--- src/rtl/svnet_ram_reader_pkg.sv ---
// svnet_ram_reader_pkg: shared types and constants for the svnet_ram read client.
//   - rd_state_e   : reader FSM states
//   - SVNET_RAM_R2V_DELAY : default RAM read-to-valid latency
//   - credit_w()   : width of a counter that must hold 0..buf_depth
package svnet_ram_reader_pkg;

    localparam int SVNET_RAM_R2V_DELAY = 2;

    typedef enum logic [1:0] {
        IDLE  = 2'd0,
        ISSUE = 2'd1,
        DRAIN = 2'd2
    } rd_state_e;

    function automatic int credit_w(input int buf_depth);
        return $clog2(buf_depth + 1);
    endfunction

endpackage

--- src/rtl/svnet_stream_fifo.sv ---
// svnet_stream_fifo: small synchronous FIFO feeding a valid/ready stream.
// Ports:
//   clk, rst_n        clock, synchronous active-low reset
//   flush             drop all entries (pointers and count to 0)
//   push, push_data   write one entry (caller guarantees space)
//   pop               consume head when valid
//   valid, head       head entry, forced to 0 while empty
//   count             number of stored entries
module svnet_stream_fifo #(
    parameter int DW    = 2,
    parameter int DEPTH = 3,
    parameter int CW    = $clog2(DEPTH + 1)
) (
    input  logic          clk,
    input  logic          rst_n,
    input  logic          flush,
    input  logic          push,
    input  logic [DW-1:0] push_data,
    input  logic          pop,
    output logic          valid,
    output logic [DW-1:0] head,
    output logic [CW-1:0] count
);

    localparam int PW = (DEPTH > 1) ? $clog2(DEPTH) : 1;

    logic [DW-1:0] mem [DEPTH];
    logic [PW-1:0] wptr, rptr;
    logic [CW-1:0] cnt;
    logic          do_pop;

    assign do_pop = pop && valid;
    assign valid  = (cnt != '0);
    // Head comes straight from storage flops; gating to 0 keeps stale
    // words (and stale last markers) off the stream while empty.
    assign head   = valid ? mem[rptr] : '0;
    assign count  = cnt;

    // Explicit wrap so non-power-of-two depths work.
    function automatic logic [PW-1:0] ptr_inc(input logic [PW-1:0] p);
        return (p == PW'(DEPTH - 1)) ? '0 : p + PW'(1);
    endfunction

    always_ff @(posedge clk) begin
        if (push) mem[wptr] <= push_data;
    end

    always_ff @(posedge clk) begin
        if (!rst_n || flush) begin
            wptr <= '0;
            rptr <= '0;
            cnt  <= '0;
        end else begin
            if (push)   wptr <= ptr_inc(wptr);
            if (do_pop) rptr <= ptr_inc(rptr);
            case ({push, do_pop})
                2'b10:   cnt <= cnt + CW'(1);
                2'b01:   cnt <= cnt - CW'(1);
                default: cnt <= cnt;
            endcase
        end
    end

    a_no_overflow: assert property (@(posedge clk) disable iff (!rst_n)
        !(push && !do_pop && cnt == CW'(DEPTH)));

endmodule

--- src/rtl/svnet_ram_reader.sv ---
// svnet_ram_reader: read client for svnet_ram. Takes (address, length),
// issues one RAM read per cycle under a credit limit, buffers the returned
// words and streams them out on valid/ready with a last marker.
// Ports:
//   clk, rst_n                      clock, synchronous active-low reset
//   abort                           (SVNET_RAM_READER_ABORT_EN only) cancel transfer
//   start, start_address, start_length   command, sampled in IDLE
//   busy, done                      transfer in progress / completion pulse
//   ram_read, ram_read_address      RAM read request
//   ram_read_data_valid, ram_read_data   RAM return
//   out_valid, out_ready, out_data, out_last   output stream
// Optional feature macro: SVNET_RAM_READER_ABORT_EN adds the abort input.
module svnet_ram_reader
    import svnet_ram_reader_pkg::*;
#(
    parameter int WIDTH     = 1,
    parameter int DEPTH     = 1,
    parameter int LATENCY   = SVNET_RAM_R2V_DELAY,
    parameter int BUF_DEPTH = LATENCY + 1,
    localparam int AW = (DEPTH > 1) ? $clog2(DEPTH) : 1,
    localparam int LW = $clog2(DEPTH) + 1
) (
    input  logic             clk,
    input  logic             rst_n,
`ifdef SVNET_RAM_READER_ABORT_EN
    input  logic             abort,
`endif
    input  logic             start,
    input  logic [AW-1:0]    start_address,
    input  logic [LW-1:0]    start_length,
    output logic             busy,
    output logic             done,
    output logic             ram_read,
    output logic [AW-1:0]    ram_read_address,
    input  logic             ram_read_data_valid,
    input  logic [WIDTH-1:0] ram_read_data,
    output logic             out_valid,
    input  logic             out_ready,
    output logic [WIDTH-1:0] out_data,
    output logic             out_last
);

    localparam int CW = credit_w(BUF_DEPTH);

    if (BUF_DEPTH < LATENCY + 1) begin : g_bad_buf_depth
        $error("svnet_ram_reader: BUF_DEPTH must be >= LATENCY+1");
    end

    rd_state_e     state, nstate;
    logic [AW-1:0] addr_q;
    logic [LW-1:0] issue_rem, ret_rem;
    logic [CW-1:0] in_flight, fifo_cnt;
    logic          done_q, done_set;
    logic          pop, ret_ok, push, discard, abort_now, credit_ok, can_issue;

`ifdef SVNET_RAM_READER_ABORT_EN
    logic abort_q;
    assign abort_now = abort && (state != IDLE);
    assign discard   = abort_now || abort_q;
`else
    assign abort_now = 1'b0;
    assign discard   = 1'b0;
`endif

    assign pop    = out_valid && out_ready;
    // Returns with nothing outstanding are stray and ignored.
    assign ret_ok = ram_read_data_valid && (in_flight != '0);
    assign push   = ret_ok && !discard;

    // A slot popped this cycle is free for a read issued this cycle; this is
    // what lets the pipe sustain one word per cycle with BUF_DEPTH=LATENCY+1.
    assign credit_ok = (int'(fifo_cnt) + int'(in_flight) - int'(pop)) < BUF_DEPTH;
    assign can_issue = (state == ISSUE) && (issue_rem != '0) && credit_ok && !abort_now;

    // State register
    always_ff @(posedge clk) begin
        if (!rst_n) state <= IDLE;
        else        state <= nstate;
    end

    // Next-state logic
    always_comb begin
        nstate   = state;
        done_set = 1'b0;
        case (state)
            IDLE: begin
                if (start) begin
                    if (start_length == '0) done_set = 1'b1;
                    else                    nstate   = ISSUE;
                end
            end
            ISSUE: begin
                if (abort_now || (can_issue && issue_rem == LW'(1))) nstate = DRAIN;
            end
            DRAIN: begin
`ifdef SVNET_RAM_READER_ABORT_EN
                if (abort_q) begin
                    if (in_flight == '0) nstate = IDLE;
                end else
`endif
                if (pop && out_last) nstate = IDLE;
            end
            default: nstate = IDLE;
        endcase
        if (state != IDLE && nstate == IDLE) done_set = 1'b1;
    end

    // Outputs
    always_comb begin
        busy             = (state != IDLE);
        ram_read         = can_issue;
        ram_read_address = addr_q;
        done             = done_q;
    end

    always_ff @(posedge clk) begin
        if (!rst_n) begin
            addr_q    <= '0;
            issue_rem <= '0;
            ret_rem   <= '0;
            in_flight <= '0;
            done_q    <= 1'b0;
        end else begin
            done_q <= done_set;
            if (state == IDLE && start) begin
                addr_q    <= start_address;
                issue_rem <= start_length;
                ret_rem   <= start_length;
            end else begin
                if (can_issue) begin
                    addr_q    <= (addr_q == AW'(DEPTH - 1)) ? '0 : addr_q + AW'(1);
                    issue_rem <= issue_rem - LW'(1);
                end
                if (push) ret_rem <= ret_rem - LW'(1);
            end
            case ({can_issue, ret_ok})
                2'b10:   in_flight <= in_flight + CW'(1);
                2'b01:   in_flight <= in_flight - CW'(1);
                default: in_flight <= in_flight;
            endcase
        end
    end

`ifdef SVNET_RAM_READER_ABORT_EN
    always_ff @(posedge clk) begin
        if (!rst_n)              abort_q <= 1'b0;
        else if (nstate == IDLE) abort_q <= 1'b0;
        else if (abort_now)      abort_q <= 1'b1;
    end
`endif

    logic [WIDTH:0] fifo_head;

    svnet_stream_fifo #(
        .DW    (WIDTH + 1),
        .DEPTH (BUF_DEPTH),
        .CW    (CW)
    ) u_fifo (
        .clk       (clk),
        .rst_n     (rst_n),
        .flush     (abort_now),
        .push      (push),
        .push_data ({(ret_rem == LW'(1)), ram_read_data}),
        .pop       (out_ready),
        .valid     (out_valid),
        .head      (fifo_head),
        .count     (fifo_cnt)
    );

    assign out_last = fifo_head[WIDTH];
    assign out_data = fifo_head[WIDTH-1:0];

    a_no_stray_return: assert property (@(posedge clk) disable iff (!rst_n)
        !(ram_read_data_valid && in_flight == '0));

endmodule
--- config.mk ---
export PLATFORM = sky130hd
export DESIGN_NAME = svnet_ram_reader
export DESIGN_NICKNAME = d
export VERILOG_FILES = /design/src/rtl/svnet_ram_reader_pkg.sv /design/src/rtl/svnet_stream_fifo.sv /design/src/rtl/svnet_ram_reader.sv
export SDC_FILE = /design/constraint.sdc
export NUM_CORES = 1
export LEC_CHECK = 0
export CELL_PAD_IN_SITES_DETAIL_PLACEMENT = 1
export CELL_PAD_IN_SITES_GLOBAL_PLACEMENT = 2
export CORE_ASPECT_RATIO = 1.75
export CORE_MARGIN = 5
export CORE_UTILIZATION = 33
export DETAILED_ROUTE_END_ITERATION = 6
export PLACE_DENSITY = 0.75
export SYNTH_ARGS = -nofsm -noshare
export SYNTH_HDL_FRONTEND = slang
export SYNTH_SLANG_ARGS = --single-unit
--- constraint.sdc ---
create_clock -name clk -period 3.5 [get_ports clk]
set_input_delay 0.7 -clock clk [delete_from_list [all_inputs] [get_ports clk]]
set_output_delay 0.7 -clock clk [all_outputs]
set_load 0.05 [all_outputs]
**Word level (Yosys, flattened, before mapping)**

Memories as Yosys holds them, arrays and structs flattened. A register that Yosys moved wholly into a read port is not among the register bits.
Index checks and enable logic that the tools add are counted.

- Flip-flop bits (word level): 14
- Bits in writable memories: 6
- Output and inout bits: 7
- Word-level logic and storage cells: 72
- Memories: 1

- Add/sub/neg operators: 11
- Order comparisons: 1
- Equal/unequal tests: 8
- Mux-type cells: 25
- Reductions and logical operators: 17

Memories:

| name | words | bits a word | read ports | clocked after memory_dff | wr ports | line | text |
|---|---|---|---|---|---|---|---|
| u_fifo.mem | 3 | 2 | 1 | 1 | 1 | svnet_stream_fifo.sv:27 | `logic [DW-1:0] mem [DEPTH];` |

Operators with widths:

| cell | count |
|---|---|
| $mux W2 | 9 |
| $reduce_bool A2 Y1 | 7 |
| $mux W1 | 13 |
| $eq A2 B2 Y1 const B | 5 |
| $add A2 B1 Y2 const B | 4 |
| $logic_and A1 B1 Y1 | 8 |
| $pmux W2 S2 | 2 |
| $eq A2 B1 Y1 const B | 3 |
| $pmux W2 S3 | 1 |
| $logic_not A2 Y1 | 2 |
| $lt A4 B3 Y1 const B | 1 |
| $sub A2 B1 Y2 const B | 2 |
| $sub A3 B1 Y4 | 1 |
| $add A2 B2 Y3 | 1 |
| $sub A1 B1 Y1 const B | 2 |
| $add A1 B1 Y1 const B | 1 |

**Depth between registers and ports, before layout**

- Word-level depth: 11
- Depth in mapped cells: 12
- Depth with buffers taken out: 12

**By module**

Synthesis repeated with hierarchy kept, for this count alone.

- Cell total of the unflattened synthesis: 113
- Area, all modules: 1,101.1 µm²

By module, submodules not included:

| module | instances | cells each | area each (µm²) | sequential area each (µm²) |
|---|---|---|---|---|
| svnet_stream_fifo | 1 | 49 | 551.8 | 340.3 |
| svnet_ram_reader | 1 | 64 | 549.3 | 160.2 |

**Worst setup path after synthesis**

OpenSTA, ideal clock, no wires.

- Kind: input -> output
- From: input out_ready
- To: output ram_read
- Data arrival time: 2.492 ns
- Path slack: 0.308 ns
- Stages: 8
- Path buffers: 0
- Path through: nand3b_1 o21ai_1 ha_1 fa_1 xnor2_1 a32oi_1 nor3b_2 and2_1

- Word-level cells in the longest chain between the ends: 4

Ends and longest elaborated chain:

| element | line | text |
|---|---|---|
| start, declared | svnet_ram_reader.sv:38 | `input logic out_ready,` |
| $logic_and A1 B1 Y1 | svnet_ram_reader.sv:65 | `assign pop = out_valid && out_ready;` |
| $sub A3 B1 Y4 | svnet_ram_reader.sv:72 | `assign credit_ok = (int'(fifo_cnt) + int'(in_flight) - int'(pop)) < BUF_DEPTH;` |
| $lt A4 B3 Y1 | svnet_ram_reader.sv:72 |  |
| $logic_and A1 B1 Y1 | svnet_ram_reader.sv:73 | `assign can_issue = (state == ISSUE) && (issue_rem != '0) && credit_ok && !abort_now;` |
| end, declared | svnet_ram_reader.sv:33 | `output logic ram_read,` |

No other way between the ends.

**Worst setup path in the final report**

Same ends and word-level chain as after synthesis.

==> flow_summary.json <==
{
  "clk_latency_ps": 260,
  "htreeDepth": 1,
  "r2r_start": "u_fifo.count[1]",
  "critPathMaxFanout": 3,
  "ir_worst_vdd_uv": 225,
  "cp-startpoint": "out_ready",
  "min_period_over_period_pct": 88.7,
  "leakagePower_nw": 0.526,
  "grt-ovfl-total": 0,
  "ys_async_sr_fraction_pct": 0,
  "die_area_um2": 4620,
  "synthCells": 112,
  "totalWireLength_mm": 2.43,
  "ys_types": 39,
  "yosysTopAreaCellShare_pct": 29.2,
  "reg2regPathDepth": 12,
  "antenna_found_initial": 0,
  "syn_area_per_cell_um2": 9.79,
  "regToRegEndpoint": "in_flight[1]",
  "seq_area_frac_synth_pct": 45.7,
  "timing.fmax_ghz": 0.322,
  "grt.total_usage_pct": 11.6,
  "required_ps": 2800,
  "drc": 0,
  "port_buffers": 14,
  "worstPathCellList": "dlymetal6s2s_1 > nand3b_1 > o21ai_2 > ha_2 > fa_2 > nand2_1 > a32oi_1 > nor3b_2 > and2_4 > buf_12",
  "critPathMaxStageDelay_ps": 520,
  "fin_crit_ps": 3110,
  "grt_pass1_vias": 933,
  "std_cell_rows": 27,
  "drv_cap": 0,
  "min_path_type": "reg -> reg",
  "ff2ff_setup_slack_ps": 650,
  "cts_hold_buf": 0,
  "dr.pass1.iters": 3,
  "synth.largest_area_cell": "dfxtp_1",
  "whs_path_depth": 2,
  "dr_total_vias": 871,
  "rsz0062_at_grt": "no",
  "slew_headroom_pct": 43.6,
  "setup_viol_count_final": 0,
  "hold_viol": 0,
  "antennaDiodeCount": 0,
  "fill_cells": 390,
  "setup_ws_ps": 395,
  "fp.dieH_um": 86.2,
  "clock_sinks": 22,
  "fp.coreArea_um2": 3180,
  "syn_nets": 125,
  "initial_core_util_pct": 34.5,
  "avgRoutedWirePerCell_um": 13.7,
  "cts_buffer_depth": 2,
  "syn_to_final_growth_pct": 27.6,
  "cts_buffers": 3,
  "grt_max_degree": 18,
  "p_per_area_nw_per_um2": 385,
  "ys_warn_count": 0,
  "synthTopCellsByArea": "dfxtp_1 29%, edfxtp_1 16%, ha_1 4.6%, nor2b_1 4.6%, a21oi_1 3.2%",
  "crit_slowest_cell": "fa_2",
  "crit_arrival_ps": 2410,
  "gp_congestion": 0.757,
  "timing_max_transition_violations_final": 0,
  "whs_ps": 503,
  "tightest_slew_ps": 840,
  "grt_pass1_wl_mm": 3.99,
  "endpoint_kind": "primary output",
  "syn_area_um2": 1100,
  "routed_via_density": 4.92,
  "ys_ff_latch": 22,
  "min_from": "ram_read_address",
  "start_kind": "input pin",
  "cts_tree": "done",
  "hold_path_end": "ram_read_address",
  "ant_nets": 0,
  "finClkSkew_ps": 2.43,
  "layout.nets": 148,
  "layout-drive-gt1-share_pct": 16.4,
  "drt_iter0_markers": 9,
  "synthTopCellsByCount": "16 x dfxtp_1, 8 x nor2b_1",
  "cts-root-buf": "clkbuf_8",
  "synth_ff_type": "dfxtp_1",
  "io_pins": 15,
  "pre_cts_ws_ps": -200,
  "yosysMostFrequentCell": "dfxtp_1",
  "dp_hpwl_mm": 1.90,
  "clk_pin_slew_worst_paths_ps": 80,
  "timing_worst_setup_path_type": "in -> out",
  "die_w_um": 53.6,
  "synth_edf_count": 6,
  "status": "complete, no violations"
}
## worst max path at each step
stage	end	cells past startpoint	slack, ps
after floorplan	ram_read	8	310
after detailed placement	ram_read	10	-200
final	ram_read	10	390
after global routing	ram_read	10	250
after global placement	ram_read	10	-50
after CTS	ram_read	10	0.4
## worst max-delay path, delay by kind of cell
| family | cells | cell delay (ps) |
|---|---|---|
| adders and majority gates | 2 | 710 |
| and+or+nand+nor | 4 | 450 |
| buffers and inverters | 2 | 290 |
| AOI/OAI and AO/OA | 2 | 270 |
## registers in the layout (all words and copies together), names as in the netlist, named ones only
name              count
state                 2
u_fifo.rptr           2
issue_rem             1
u_fifo.mem            6
ram_read_address      1
u_fifo.wptr           2
in_flight             2
u_fifo.count          2
done                  1
ret_rem               1
## final cells by class
type                            instances  area, um2  share of cell area (%)
Multi-Input combinational cell         80        568                    40.6
Timing Repair Buffer                   21        205                    14.7
Sequential cell                        22        500                    35.8
Tap cell                               43       53.8                    3.85
Clock buffer                            3       41.3                    2.95
Inverter                                7       26.3                    1.88
Clock inverter                          1       3.75                   0.268
## report_power, final
part / total, mW / switching, mW / internal, mW
Clock: 0.157 / 0.0792 / 0.0782
Combinational: 0.0977 / 0.0505 / 0.0471
Sequential: 0.284 / 0.0116 / 0.272
## metrics by stage
| step | instances | TNS, ps | power (mW) | cell area [um2] | utilization (%) |
|---|---|---|---|---|---|
| floorplan | 112 | 0 | 0.347 | 1100 | - |
| global placement | 171 | -53.0 | 0.381 | 1320 | 41.5 |
| detailed placement | 171 | -392 | 0.385 | 1320 | 41.5 |
| CTS | 176 | 0 | 0.548 | 1380 | 43.3 |
| global route | 177 | 0 | 0.566 | 1400 | 44.1 |
| finish | 177 | 0 | 0.539 | 1400 | 44.1 |
## cell families after synthesis
logic type,Yosys count,share of synthesized area (%)
mux,3,2.74
flops,22,45.7
compound gates,24,13.6
fa+ha+maj,5,6.39
xor+xnor,5,4.00
simple gates,43,23.4
buf+inv,10,4.22
## timing repair
action | CTS | global route
buffers inserted | 1 | 1
gates resized for setup | 2 | 4
pin swaps | 2 | 1
endpoints found under the setup margin | 1 | 2
## placed cells by master, fill, tap and decap left out, types with 2 or more instances in the layout
master / instances
and2_1: 3
o21ai_2: 2
inv_1: 7
edfxtp_1: 6
ha_1: 3
nor2_1: 7
buf_4: 7
or3_1: 2
clkbuf_8: 3
dfxtp_1: 16
nand2_1: 7
mux2i_1: 3
nor3b_1: 2
o22ai_1: 2
nand3_1: 2
nor2b_1: 8
o21ai_1: 2
xnor2_1: 3
nor3_1: 2
clkdlybuf4s50_1: 12
o21ai_0: 4
a21oi_1: 7
a21boi_0: 2
## layer usage
metal | GRT usage, % | vias up | share of wire (%)
met5 | 0 | - | 0
met4 | 6.28 | 0 | 1.8
met3 | 1.55 | 4 | 1.8
met2 | 20.6 | 9 | 57
met1 | 12.7 | 426 | 39
li1 | - | 432 | -
No activity file was read; power rests on OpenSTA's default activity.
